===== src/rtl/fetch_redirect_ctrl.sv =====
// PC redirect sequencer: merges stage stalls, ranks EX mispredict over ID prediction,
// parks a redirect that arrives during a stall and replays it, and times pipeline flushes.
module fetch_redirect_ctrl #(
   parameter int unsigned ADDR_W       = 32,
   parameter int unsigned FLUSH_CYCLES = 2,
   parameter int unsigned CNT_W        = 16
) (
   input  logic              clk,
   input  logic              rst_n,
   input  logic              rdy,
   input  logic              if_stall_req,
   input  logic              id_stall_req,
   input  logic              mem_stall_req,
   input  logic              ex_mispredict,
   input  logic [ADDR_W-1:0] ex_target,
   input  logic              id_pred_jump,
   input  logic [ADDR_W-1:0] id_pred_pc,
   output logic              pc_reg_stall,
   output logic              failed_o,
   output logic [ADDR_W-1:0] npc_o,
   output logic              pred_jump_o,
   output logic [ADDR_W-1:0] pred_pc_o,
   output logic              flush_o,
   output logic [CNT_W-1:0]  mispred_cnt
);

   localparam int unsigned FW = (FLUSH_CYCLES > 1) ? $clog2(FLUSH_CYCLES) : 1;
   localparam logic [FW-1:0] FlushLoad = FW'(FLUSH_CYCLES - 1);

   typedef enum logic [1:0] {StRun, StHold, StFlush} state_e;

   state_e              state_q, state_d;
   logic                pend_mis_q, pend_mis_d;
   logic [ADDR_W-1:0]   pend_addr_q, pend_addr_d;
   logic [FW-1:0]       fcnt_q, fcnt_d;
   logic [CNT_W-1:0]    cnt_q, cnt_d;

   logic                stall_any, go, hold, in_flush, live_mis, live_pred, pend_valid_d;
   logic                fail, pj;
   logic [ADDR_W-1:0]   npc, ppc;

   always_comb begin
      stall_any    = if_stall_req | id_stall_req | mem_stall_req;
      go           = rdy & ~stall_any;
      hold         = (state_q == StHold);
      in_flush     = (fcnt_q != '0);
      live_mis     = rdy & ex_mispredict;
      // Predictions seen while a flush is running come from the wrong path.
      live_pred    = rdy & id_pred_jump & ~in_flush;
      fail         = 1'b0;
      pj           = 1'b0;
      npc          = '0;
      ppc          = '0;
      pend_valid_d = hold;
      pend_mis_d   = pend_mis_q;
      pend_addr_d  = pend_addr_q;

      if (go) begin
         pend_valid_d = 1'b0;
         if (live_mis) begin
            fail = 1'b1;
            npc  = ex_target;
         end else if (hold) begin
            if (pend_mis_q) begin
               fail = 1'b1;
               npc  = pend_addr_q;
            end else begin
               pj  = 1'b1;
               ppc = pend_addr_q;
            end
         end else if (live_pred) begin
            pj  = 1'b1;
            ppc = id_pred_pc;
         end
      end else if (rdy) begin
         if (live_mis) begin
            pend_valid_d = 1'b1;
            pend_mis_d   = 1'b1;
            pend_addr_d  = ex_target;
         end else if (live_pred && !(hold && pend_mis_q)) begin
            pend_valid_d = 1'b1;
            pend_mis_d   = 1'b0;
            pend_addr_d  = id_pred_pc;
         end
      end

      if (fail) begin
         fcnt_d = FlushLoad;
      end else if (rdy && in_flush) begin
         fcnt_d = fcnt_q - FW'(1);
      end else begin
         fcnt_d = fcnt_q;
      end

      cnt_d = (live_mis && (cnt_q != '1)) ? cnt_q + CNT_W'(1) : cnt_q;

      if (pend_valid_d) begin
         state_d = StHold;
      end else if (fcnt_d != '0) begin
         state_d = StFlush;
      end else begin
         state_d = StRun;
      end
   end

   always_ff @(posedge clk or negedge rst_n) begin
      if (!rst_n) begin
         state_q     <= StRun;
         pend_mis_q  <= 1'b0;
         pend_addr_q <= '0;
         fcnt_q      <= '0;
         cnt_q       <= '0;
      end else begin
         state_q     <= state_d;
         pend_mis_q  <= pend_mis_d;
         pend_addr_q <= pend_addr_d;
         fcnt_q      <= fcnt_d;
         cnt_q       <= cnt_d;
      end
   end

   // Outputs are forced low while reset is asserted, even with live stall inputs.
   always_comb begin
      pc_reg_stall = rst_n & (stall_any | ~rdy);
      failed_o     = rst_n & fail;
      npc_o        = rst_n ? npc : '0;
      pred_jump_o  = rst_n & pj;
      pred_pc_o    = rst_n ? ppc : '0;
      flush_o      = rst_n & (fail | in_flush);
      mispred_cnt  = cnt_q;
   end

endmodule


===== config.mk =====
export PLATFORM = sky130hd
export DESIGN_NAME = fetch_redirect_ctrl
export DESIGN_NICKNAME = d
export VERILOG_FILES = /design/src/rtl/fetch_redirect_ctrl.sv
export SDC_FILE = /design/constraint.sdc
export NUM_CORES = 1
export LEC_CHECK = 0
export CORE_UTILIZATION = 46
export CTS_BUF_LIST = sky130_fd_sc_hd__clkbuf_2 sky130_fd_sc_hd__clkbuf_4 sky130_fd_sc_hd__clkbuf_8
export CTS_CLUSTER_DIAMETER = 80
export DETAILED_ROUTE_END_ITERATION = 8
export PLACE_DENSITY = 0.88
export SYNTH_ARGS = -nofsm -noshare
export SYNTH_HDL_FRONTEND = slang
export SYNTH_SLANG_ARGS = --single-unit

===== constraint.sdc =====
create_clock -name clk -period 4.5 [get_ports clk]
set_clock_uncertainty 0.1 [all_clocks]
set_input_delay 0.45 -clock clk [delete_from_list [all_inputs] [get_ports clk]]
set_output_delay 0.45 -clock clk [all_outputs]
set_load 0.02 [all_outputs]

==> results.md, run 1 <==
* Status: finished clean
* Synth cell types at 33
* Top-area cell type share of the netlist area at 38.69%
* Width of the die at 87.51 µm
* Clock Latency Late Sink at 0.31 ns
* Initial antenna violation count at 0
* Async SR Flop Fraction at 100.0%
* Pin count of the biggest net entering global routing at 50
* # resized after CTS at 0
* Crit-path slowest cell: clkdlybuf4s50_1
* H-Tree Depth at 2
* GRT overflow at 0
* Placed Area at 0.004986 mm²
* First-pass detailed-route iteration total at 5
* Row cnt at 30
* CP peak stage delay at 0.64 ns
* Buf+Inv Stages, Crit Path at 3
* Leak at 2.231 nW
* Cell Area, Synth at 0.003363 mm²
* P per Cell Area at 277.1 mW/mm²
* Period utilization at 86.96%
* Number of synthesized flops with an enable pin at 0
* Port bufs at 155
* CP max FO at 19
* CP Data Required Time at 3.95 ns
* Design area at 0.005094 mm²
* Global-route wire length before repair at 16,680 µm
* Setup Buffers After CTS at 0
* RD Place Congestion at 0.8719
* Routed WL at 10,300 µm
* Vias in the first global route at 3,740
* Pins Over Slew Limit at 0
* Measured slew at the worst slew-check pin at 0.9394 ns
* CP endpoint kind: output port
* Syn Inst Count at 450
* CTS max path bufs at 2
* Initial DRC count at 208
* Most numerous cell in the Yosys netlist: nand2_1
* TritonCTS clock tree: yes
* I/O pin cnt at 156
* Core ar. at 0.006944 mm²
* Num CTS Buffers at 5
* Synth-to-layout area growth at 51.45%
* Seq/Total Area, Yosys at 38.69%
* Post-DRT Antenna Nets at 0
* # DRC at 0
* Vias at 3,737
* Wire length per cell at 14.94 µm
* Die area at 0.007657 mm²
* Setup violators final at 0
* WS Path Type: primary input to output port
* Critical Path Start Type: primary input
* Synth Net Count at 523
* Slew headroom at 37.23%
* Family with the most delay on the worst path: buffers and inverters
* CP Data Arrival Time at 3.36 ns
* Seq cells post-synth at 52
* Top post-synthesis cells by area: dfrtp_1 39%, nand2_1 22%, mux2_1 10%
* Synth Warn # at 0
* Final hold vios at 0
* Max-cap viol count at 0
* Hpwl dp at 7480 µm
* Setup TNS at 0 ns
* Vias per cell at 5.424
* Starting Density at 48.43%
* Mean area per synthesized cell at 7.474 µm²
* Die Height at 87.51 µm
* Layout filler cell count at 499
* Reg clk slew, reported paths at 0.12 ns
* Post-synth top flop: dfrtp_1
* Tmin final at 3.913 ns
* CTS sink count at 52
* CP dominant cell by count: clkdlybuf4s50_1
* Fin nets at 665
* RSZ-0062 raised after global routing: false
* Fmax at 0.2555 GHz
* Clk root buf: clkbuf_8
* Top cells by count, synth: 201 x nand2_1, 65 x a21oi_1, 52 x dfrtp_1
* N_diodes at 0
* Hold WC Path Type: flip-flop to flip-flop
* Worst vdd ir at 0.0002976 V
* Share of post-route cells with drive strength above 1 at 4.890%
* Post-synth top area cell: dfrtp_1
* Crit path cell chain: clkdlybuf4s50_1, nor4b_4, nand3_1, buf_4, a21oi_1, clkdlybuf4s50_1
* Total Routing Usage GR at 27.48%
-- kinds of logic after synthesis --
logic type | synth area share, %
buffers and inverters | 3.981
xor gates and xnor gates | 3.646
AOI/OAI and AO/OA | 10.97
DFF | 38.69
and+or+nand+nor | 30.95
muxes | 11.38
adders and majority gates | 0.3720
-- layout by cell type (no fill, tap or decap), types with 2 or more instances in the layout --
master and instances:
nand2_1 200, clkdlybuf4s50_1 154, a21oi_1 65, dfrtp_1 52, mux2_1 30, xor2_1 10
nand3_1 9, buf_4 8, nor3_1 7, nand4_1 5, clkbuf_8 5, nor2_1 4
mux2_2 4, xnor2_1 4, nor4_1 4, inv_1 3, nand2b_1 2, nand3b_1 2
and3_1 2, or2_2 2, inv_6 2
-- report_power, final --
part | switching [mW] | internal (mW) | total (mW)
Sequential | 0.0968 | 0.566 | 0.662
Clock | 0.171 | 0.118 | 0.289
Combinational | 0.235 | 0.226 | 0.460
-- flip-flops by register name, summed over array words and instances (netlist names) --
signal,flops
pend_addr_q,32
pend_mis_q,1
state_q,2
mispred_cnt,16
fcnt_q,1
-- worst register-to-register path: stages (launching register included) --
cell	delay, ns
dfrtp_1	0.43
nand3b_1	0.14
a41oi_1	0.18
nor2_4	0.75
mux2_2	0.43
-- area by class of cell --
cell class | instances | area (µm²) | area share (%)
flip-flops and latches | 52 | 1301 | 25.55
inverters | 3 | 11.26 | 0.2211
repair buffers | 164 | 1617 | 31.74
multi-input cells | 366 | 1947 | 38.22
clock inverters | 3 | 28.78 | 0.5650
well taps | 96 | 120.1 | 2.358
clock buffers | 5 | 68.82 | 1.351
-- timing repair --
item / in CTS / in global routing
hold endpoints to repair: 7 / 0
endpoints found under the setup margin: 0 / 0
hold buffers: 1 / 0
-- metrics by stage --
stage	cells	worst slack (ns)	hold WS (ns)	utilization, %	total power, mW
2_1_floorplan	450	2.190	0.05441	-	0.9096
3_3_place_gp	680	0.7563	0.2406	71.80	1.109
3_5_place_dp	680	0.6055	0.2356	71.80	1.127
4_1_cts	689	0.6084	0.4049	73.35	1.417
5_1_grt	689	0.4010	0.4111	73.35	1.500
6_report	689	0.5868	0.4013	73.35	1.412
-- final timing paths --
check / from / endpoint / slack (ns) / depth (start not counted)
max: rdy / npc_o[1] / 0.59 / 6
min: mispred_cnt[8] / mispred_cnt[8] / 0.40 / 1
max reg2reg: pend_mis_q / pend_addr_q[15] / 2.37 / 4
min reg2reg: mispred_cnt[8] / mispred_cnt[8] / 0.40 / 1
max in group asynchronous: rst_n / pend_addr_q[19] / 2.98 / 3
min in group asynchronous: rst_n / mispred_cnt[15] / 0.43 / 2
-- routing by layer --
metal  wire length, µm  track usage (%)  vias to the layer above
met5                 0                0                        -
li1                  -                -                     1781
met3               687            6.445                       28
met2              5062            48.86                      169
met4               271            9.091                        0
met1              4274            32.67                     1759
Power figures use the tool's default switching activity.
==> run 2: changes to the inputs <==
--- a/config.mk
+++ b/config.mk
@@ -9,7 +9,7 @@
 export CTS_BUF_LIST = sky130_fd_sc_hd__clkbuf_2 sky130_fd_sc_hd__clkbuf_4 sky130_fd_sc_hd__clkbuf_8
 export CTS_CLUSTER_DIAMETER = 80
 export DETAILED_ROUTE_END_ITERATION = 8
-export PLACE_DENSITY = 0.88
+export PLACE_DENSITY = 0.92
 export SYNTH_ARGS = -nofsm -noshare
 export SYNTH_HDL_FRONTEND = slang
 export SYNTH_SLANG_ARGS = --single-unit
==> run 2 against run 1 <==
Clock-buffer cell count did not move. Non-clock buffer count unchanged. Highest routed layer unchanged. Critical endpoint is now pred_pc_o[1]. Critical path depth is the same. Largest cell class unchanged.
==> results.md, run 2 (synthesized netlist as in run 1, its figures left out) <==
* Clock Latency Late Sink at 0.30 ns (about the same)
* Pins Over Slew Limit at 0 (unchanged)
* Post-CTS Hold Fix Bufs at 0 (-1)
* Design area at 0.005075 mm² (-0.37%)
* Hpwl dp at 7682 µm (+2.7%)
* Buf+Inv Stages, Crit Path at 3 (unchanged)
* Seq pwr share at 47.9% (+1.0 points)
* Num CTS Buffers at 5 (unchanged)
* Core ar. at 0.006944 mm² (unchanged)
* Wire length per cell at 15.39 µm (+3.0%)
* CP dominant cell by count: clkdlybuf4s50_1
* Internal power at 898.0 µW (-1.2%)
* Measured slew at the worst slew-check pin at 0.9442 ns (+0.004860 ns)
* CTS max path bufs at 2 (unchanged)
* Fmax at 0.2654 GHz (+3.8%)
* Leak at 2.220 nW (-0.50%)
* Fin nets at 665 (unchanged)
* RSZ-0062 raised after global routing: false
* Crit path cell chain: clkdlybuf4s50_1, nor4b_4, o2111ai_2, buf_4, a21oi_1, clkdlybuf4s50_1
* Clk root buf: clkbuf_8
* Clock Power Share at 18.6% (-1.9 points)
* GRT overflow at 0 (unchanged)
* RD Place Congestion at 0.8348 (-4.3%)
* WS Path Type: primary input to output port
* Die Height at 87.51 µm (unchanged)
* Pin count of the biggest net entering global routing at 57 (+14%)
* Setup TNS at 0 ns (unchanged)
* N_diodes at 0 (unchanged)
* Hold WC Path Type: primary input to async pin
* TritonCTS clock tree: yes
* Total chip power at 1.385 mW (-1.9%)
* Crit-path slowest cell: clkdlybuf4s50_1
* Die area at 0.007657 mm² (unchanged)
* Reg clk slew, reported paths at 0.09 ns (-0.03 ns)
* Width of the die at 87.51 µm (unchanged)
* Starting Density at 48.43% (unchanged)
* Post-DRT Antenna Nets at 0 (unchanged)
* Commonest cells after routing, fill and taps aside: 200 x nand2_1, 154 x clkdlybuf4s50_1, 65 x a21oi_1
* # resized after CTS at 0 (unchanged)
* Commonest non-fill, non-tap cell in the layout: nand2_1
* Worst vdd ir at 0.0003144 V (+5.7%)
* Tmin final at 3.768 ns (-0.1448 ns)
* CP endpoint kind: output port
* I/O pin cnt at 156 (unchanged)
* CTS sink count at 52 (unchanged)
* H-Tree Depth at 2 (unchanged)
* P per Cell Area at 272.9 mW/mm² (-1.5%)
* Combinational Power Share at 33.4% (+0.8 points)
* Vias in the first global route at 3,527 (-5.7%)
* CP Data Required Time at 3.95 ns (about the same)
* Vias per cell at 5.501 (+1.4%)
* Final hold vios at 0 (unchanged)
* Initial antenna violation count at 0 (unchanged)
* Global-route wire length before repair at 16,640 µm (-0.25%)
* P_sw at 486.7 µW (-3.2%)
* Switching Fraction at 35.15% (-0.46 points)
* # DRC at 0 (unchanged)
* Routed WL at 10,590 µm (+2.8%)
* Total Routing Usage GR at 27.66% (+0.19 points)
* Initial DRC count at 255 (+23%)
* Final Util at 73.08% (-0.27 points)
* Port bufs at 155 (unchanged)
* Period utilization at 83.74% (-3.2 points)
* Max reg flops at 32 (unchanged)
* Top reg by flops: pend_addr_q
* Slew headroom at 36.90% (-0.32 points)
* Row cnt at 30 (unchanged)
* Vias at 3,785 (+1.3%)
* Synth-to-layout area growth at 50.89%
* CP Data Arrival Time at 3.22 ns (-0.14 ns)
* Share of post-route cells with drive strength above 1 at 4.899% (+0.0083 points)
* Setup Buffers After CTS at 0 (unchanged)
* Family with the most delay on the worst path: buffers and inverters
* Critical Path Start Type: primary input
* Setup violators final at 0 (unchanged)
* Placed Area at 0.004994 mm² (+0.15%)
* CP peak stage delay at 0.62 ns (-0.02 ns)
* CP max FO at 20 (+1)
* Status: finished clean
* First-pass detailed-route iteration total at 5 (unchanged)
* Max-cap viol count at 0 (unchanged)
==> run 2: final timing paths <==
| kind | startpoint | endpoint | cells after the start | slack, ns |
|---|---|---|---|---|
| setup reg to reg | pend_mis_q | pend_addr_q[15] | 4 | 2.37 |
| hold / removal | rst_n | pend_addr_q[27] | 2 | 0.21 |
| hold reg to reg | mispred_cnt[8] | mispred_cnt[8] | 1 | 0.42 |
| setup / recovery | rdy | pred_pc_o[1] | 6 | 0.73 |
| max in group asynchronous | rst_n | pend_addr_q[29] | 2 | 3.63 |
| min in group clk | mispred_cnt[8] | mispred_cnt[8] | 1 | 0.42 |
==> run 2: power by group through the flow <==
stage / logic (mW) / registers (mW) / clock network (mW)
floorplan: 0.229 / 0.681 / 0
global placement: 0.446 / 0.661 / 0
detailed placement: 0.463 / 0.669 / 0
CTS: 0.466 / 0.662 / 0.262
global route: 0.511 / 0.677 / 0.283
finish: 0.463 / 0.664 / 0.258
==> run 2: routing by layer <==
metal | part of all wire, % | up-vias | global-route usage [%]
li1 | - | 1775 | -
met1 | 40 | 1798 | 34.52
met2 | 49 | 187 | 47.23
met3 | 9.0 | 25 | 5.687
met4 | 2.6 | 0 | 10.58
met5 | 0 | - | 0
==> run 2: through the flow <==
stage | hold slack (ns) | cells | worst slack [ns]
floorplan | 0.05441 | 450 | 2.190
CTS | 0.2406 | 688 | 0.7326
global placement | 0.3841 | 681 | 0.8192
finish | 0.2094 | 688 | 0.7317
global route | 0.2718 | 688 | 0.5140
detailed placement | 0.3968 | 681 | 0.7271
==> run 2: area by class of cell <==
cell class	instances	area (µm²)
multi-input combinational	366	1947
timing repair buffer	164	1614
clock inverter	2	12.51
clock buffer	5	68.82
tap	96	120.1
inverter	3	11.26
fill	522	1869
sequential	52	1301
==> run 2: worst reg2reg max path, stage by stage, from the launching register on <==
cell      delay (ns)
dfrtp_1         0.43
nand3b_1        0.14
a41oi_1         0.18
nor2_4          0.76
mux2_2          0.42
==> run 3: changes to the inputs <==
--- a/config.mk
+++ b/config.mk
@@ -5,11 +5,11 @@
 export SDC_FILE = /design/constraint.sdc
 export NUM_CORES = 1
 export LEC_CHECK = 0
-export CORE_UTILIZATION = 46
+export CORE_UTILIZATION = 39
 export CTS_BUF_LIST = sky130_fd_sc_hd__clkbuf_2 sky130_fd_sc_hd__clkbuf_4 sky130_fd_sc_hd__clkbuf_8
 export CTS_CLUSTER_DIAMETER = 80
 export DETAILED_ROUTE_END_ITERATION = 8
-export PLACE_DENSITY = 0.92
+export PLACE_DENSITY = 0.83
 export SYNTH_ARGS = -nofsm -noshare
 export SYNTH_HDL_FRONTEND = slang
 export SYNTH_SLANG_ARGS = --single-unit
==> constraint.sdc (replaced) <==
create_clock -name clk -period 3.15 [get_ports clk]
set_clock_uncertainty 0.1 [all_clocks]
set_input_delay 0.315 -clock clk [delete_from_list [all_inputs] [get_ports clk]]
set_output_delay 0.315 -clock clk [all_outputs]
set_load 0.02 [all_outputs]
==> run 3 against run 2 <==
Sequential share of layout area down 0.46 points. Register-to-register slack worse by 1.3 ns. Critical path depth stayed put. Routed wire length is 3.1% lower. Final cell count grew 2.5%. Sequential power rose by 42%. Design area rose by 1.8%. Non-clock buffer count is 7 higher. First-iteration DRC count shrank 18%. Die area is 18% higher. Core utilization fell by 11 points. Clock power increased by 55%. Critical path type unchanged. Largest cell class unchanged. Largest power group unchanged.
==> results.md, run 3 (synthesized netlist as in run 1, its figures left out) <==
* Status: finished clean
* Pins Over Slew Limit at 0 (unchanged)
* Max reg flops at 32 (unchanged)
* Synth-to-layout area growth at 53.65%
* Leak at 2.261 nW (+1.8%)
* Slew headroom at 63.01% (+26 points)
* Max-cap viol count at 0 (unchanged)
* Post-CTS Hold Fix Bufs at 1 (+1)
* Reg2reg setup slack at 1.09 ns (-1.28 ns)
* Hold Worst Slack at 0.3786 ns (+0.1692 ns)
* Final Util at 62.26% (-11 points)
* RSZ-0062 raised after global routing: false
* Switching Fraction at 35.30% (+0.15 points)
* Measured slew at the worst slew-check pin at 0.5549 ns (-0.3894 ns)
* Commonest cells after routing, fill and taps aside: 200 x nand2_1, 154 x clkdlybuf4s50_1, 65 x a21oi_1
* Hpwl dp at 7386 µm (-3.9%)
* Buf+Inv Stages, Crit Path at 3 (unchanged)
* Combinational Power Share at 32.9% (-0.5 points)
* Top reg by flops: pend_addr_q
* CP max FO at 18 (-10%)
* P_sw at 708.8 µW (+46%)
* Port bufs at 155 (unchanged)
* Worst vdd ir at 0.0004908 V (+56%)
* Period utilization at 92.64%
* Row cnt at 33 (+10%)
* Die area at 0.008999 mm² (+18%)
* Width of the die at 94.87 µm (+8.4%)
* Setup violators final at 0 (unchanged)
* Wire length per cell at 14.56 µm (-5.4%)
* # DRC at 0 (unchanged)
* Starting Density at 40.52% (-7.9 points)
* Post-DRT Antenna Nets at 0 (unchanged)
* CP dominant cell by count: clkdlybuf4s50_1
* Tmin final at 2.918 ns
* CP peak stage delay at 0.64 ns (+0.02 ns)
* Setup TNS at 0 ns (unchanged)
* CP Data Arrival Time at 2.50 ns (-0.72 ns)
* Share of post-route cells with drive strength above 1 at 6.000% (+1.1 points)
* Vias at 3,713 (-1.9%)
* P per Cell Area at 388.6 mW/mm² (+42%)
* Clk root buf: clkbuf_8
* Fmax at 0.3427 GHz
* I/O pin cnt at 156 (unchanged)
* Internal power at 1.299 mW (+45%)
* WS Path Type: primary input to output port
* Post-Place Cells at 696 (+2.2%)
* RD Place Congestion at 0.8025 (-3.9%)
* CTS max path bufs at 2 (unchanged)
* Setup Buffers After CTS at 0 (unchanged)
* CP endpoint kind: output port
* Commonest non-fill, non-tap cell in the layout: nand2_1
* Seq pwr share at 47.1% (-0.8 points)
* Clock Latency Late Sink at 0.31 ns (about the same)
* Vias per cell at 5.267 (-4.3%)
* Routed WL at 10,260 µm (-3.1%)
* Clock Power Share at 20.0% (+1.4 points)
* Family with the most delay on the worst path: buffers and inverters
* Non-filler instance count after layout at 705 (+2.5%)
* H-Tree Depth at 2 (unchanged)
* Die Height at 94.87 µm (+8.4%)
* First-pass detailed-route iteration total at 4 (-1)
* CP Data Required Time at 2.73 ns (-1.22 ns)
* Critical Path Start Type: primary input
* Global-route wire length before repair at 16,530 µm (-0.70%)
* # resized after CTS at 0 (unchanged)
* Pin count of the biggest net entering global routing at 44 (-23%)
* Initial antenna violation count at 0 (unchanged)
* Reg clk slew, reported paths at 0.10 ns (about the same)
* Crit-path slowest cell: clkdlybuf4s50_1
* Final hold vios at 0 (unchanged)
* Num CTS Buffers at 5 (unchanged)
* N_diodes at 0 (unchanged)
* Fin nets at 672 (+1.1%)
* TritonCTS clock tree: yes
* CTS sink count at 52 (unchanged)
* Core ar. at 0.008299 mm² (+20%)
* Hold WC Path Type: primary input to async pin
* GRT overflow at 0 (unchanged)
* Total Routing Usage GR at 23.23% (-4.4 points)
* Crit path cell chain: clkdlybuf4s50_1, nor4b_4, nand3_1, buf_4, a21oi_1, clkdlybuf4s50_1
* Initial DRC count at 208 (-18%)
* Vias in the first global route at 3,596 (+2.0%)
-- run 3: power by group through the flow --
stage          clock network (mW)  logic (mW)  registers (mW)
2_1_floorplan                   0       0.327           0.973
3_3_place_gp                    0       0.646           0.943
3_5_place_dp                    0       0.664           0.952
4_1_cts                     0.419       0.669           0.943
5_1_grt                     0.446       0.737           0.963
6_report                    0.401       0.661           0.946
-- run 3: final cells by class --
| class | count | area, µm² |
|---|---|---|
| sequential | 52 | 1301 |
| multi-input combinational | 366 | 1958 |
| fill | 710 | 3132 |
| clock inverter | 3 | 27.53 |
| clock buffer | 5 | 68.82 |
| inverter | 3 | 11.26 |
| timing repair buffer | 171 | 1669 |
| tap | 105 | 131.4 |
-- run 3: worst paths after layout --
check                          startpoint              end  cells past startpoint
hold / removal                      rst_n       state_q[0]                      2
setup / recovery                      rdy        npc_o[15]                      6
min in group clk           mispred_cnt[8]   mispred_cnt[8]                      1
setup reg to reg           mispred_cnt[0]   mispred_cnt[1]                      5
hold reg to reg            mispred_cnt[8]   mispred_cnt[8]                      1
max in group asynchronous           rst_n  pend_addr_q[27]                      3
-- run 3: routing by layer --
layer / wire length [µm] / track usage, %
met1: 4302 / 28.65
met2: 4987 / 39.21
met3: 711 / 5.072
met4: 262 / 9.470
met5: 0 / 0
-- run 3: metrics by stage --
stage	setup WS, ns	power (mW)	cell area (µm²)
after floorplan	1.110	1.299	3363
after global placement	0.3164	1.589	5061
after detailed placement	0.2512	1.617	5061
after CTS	0.2487	2.030	5167
after global routing	0.1257	2.146	5167
final	0.2318	2.008	5167
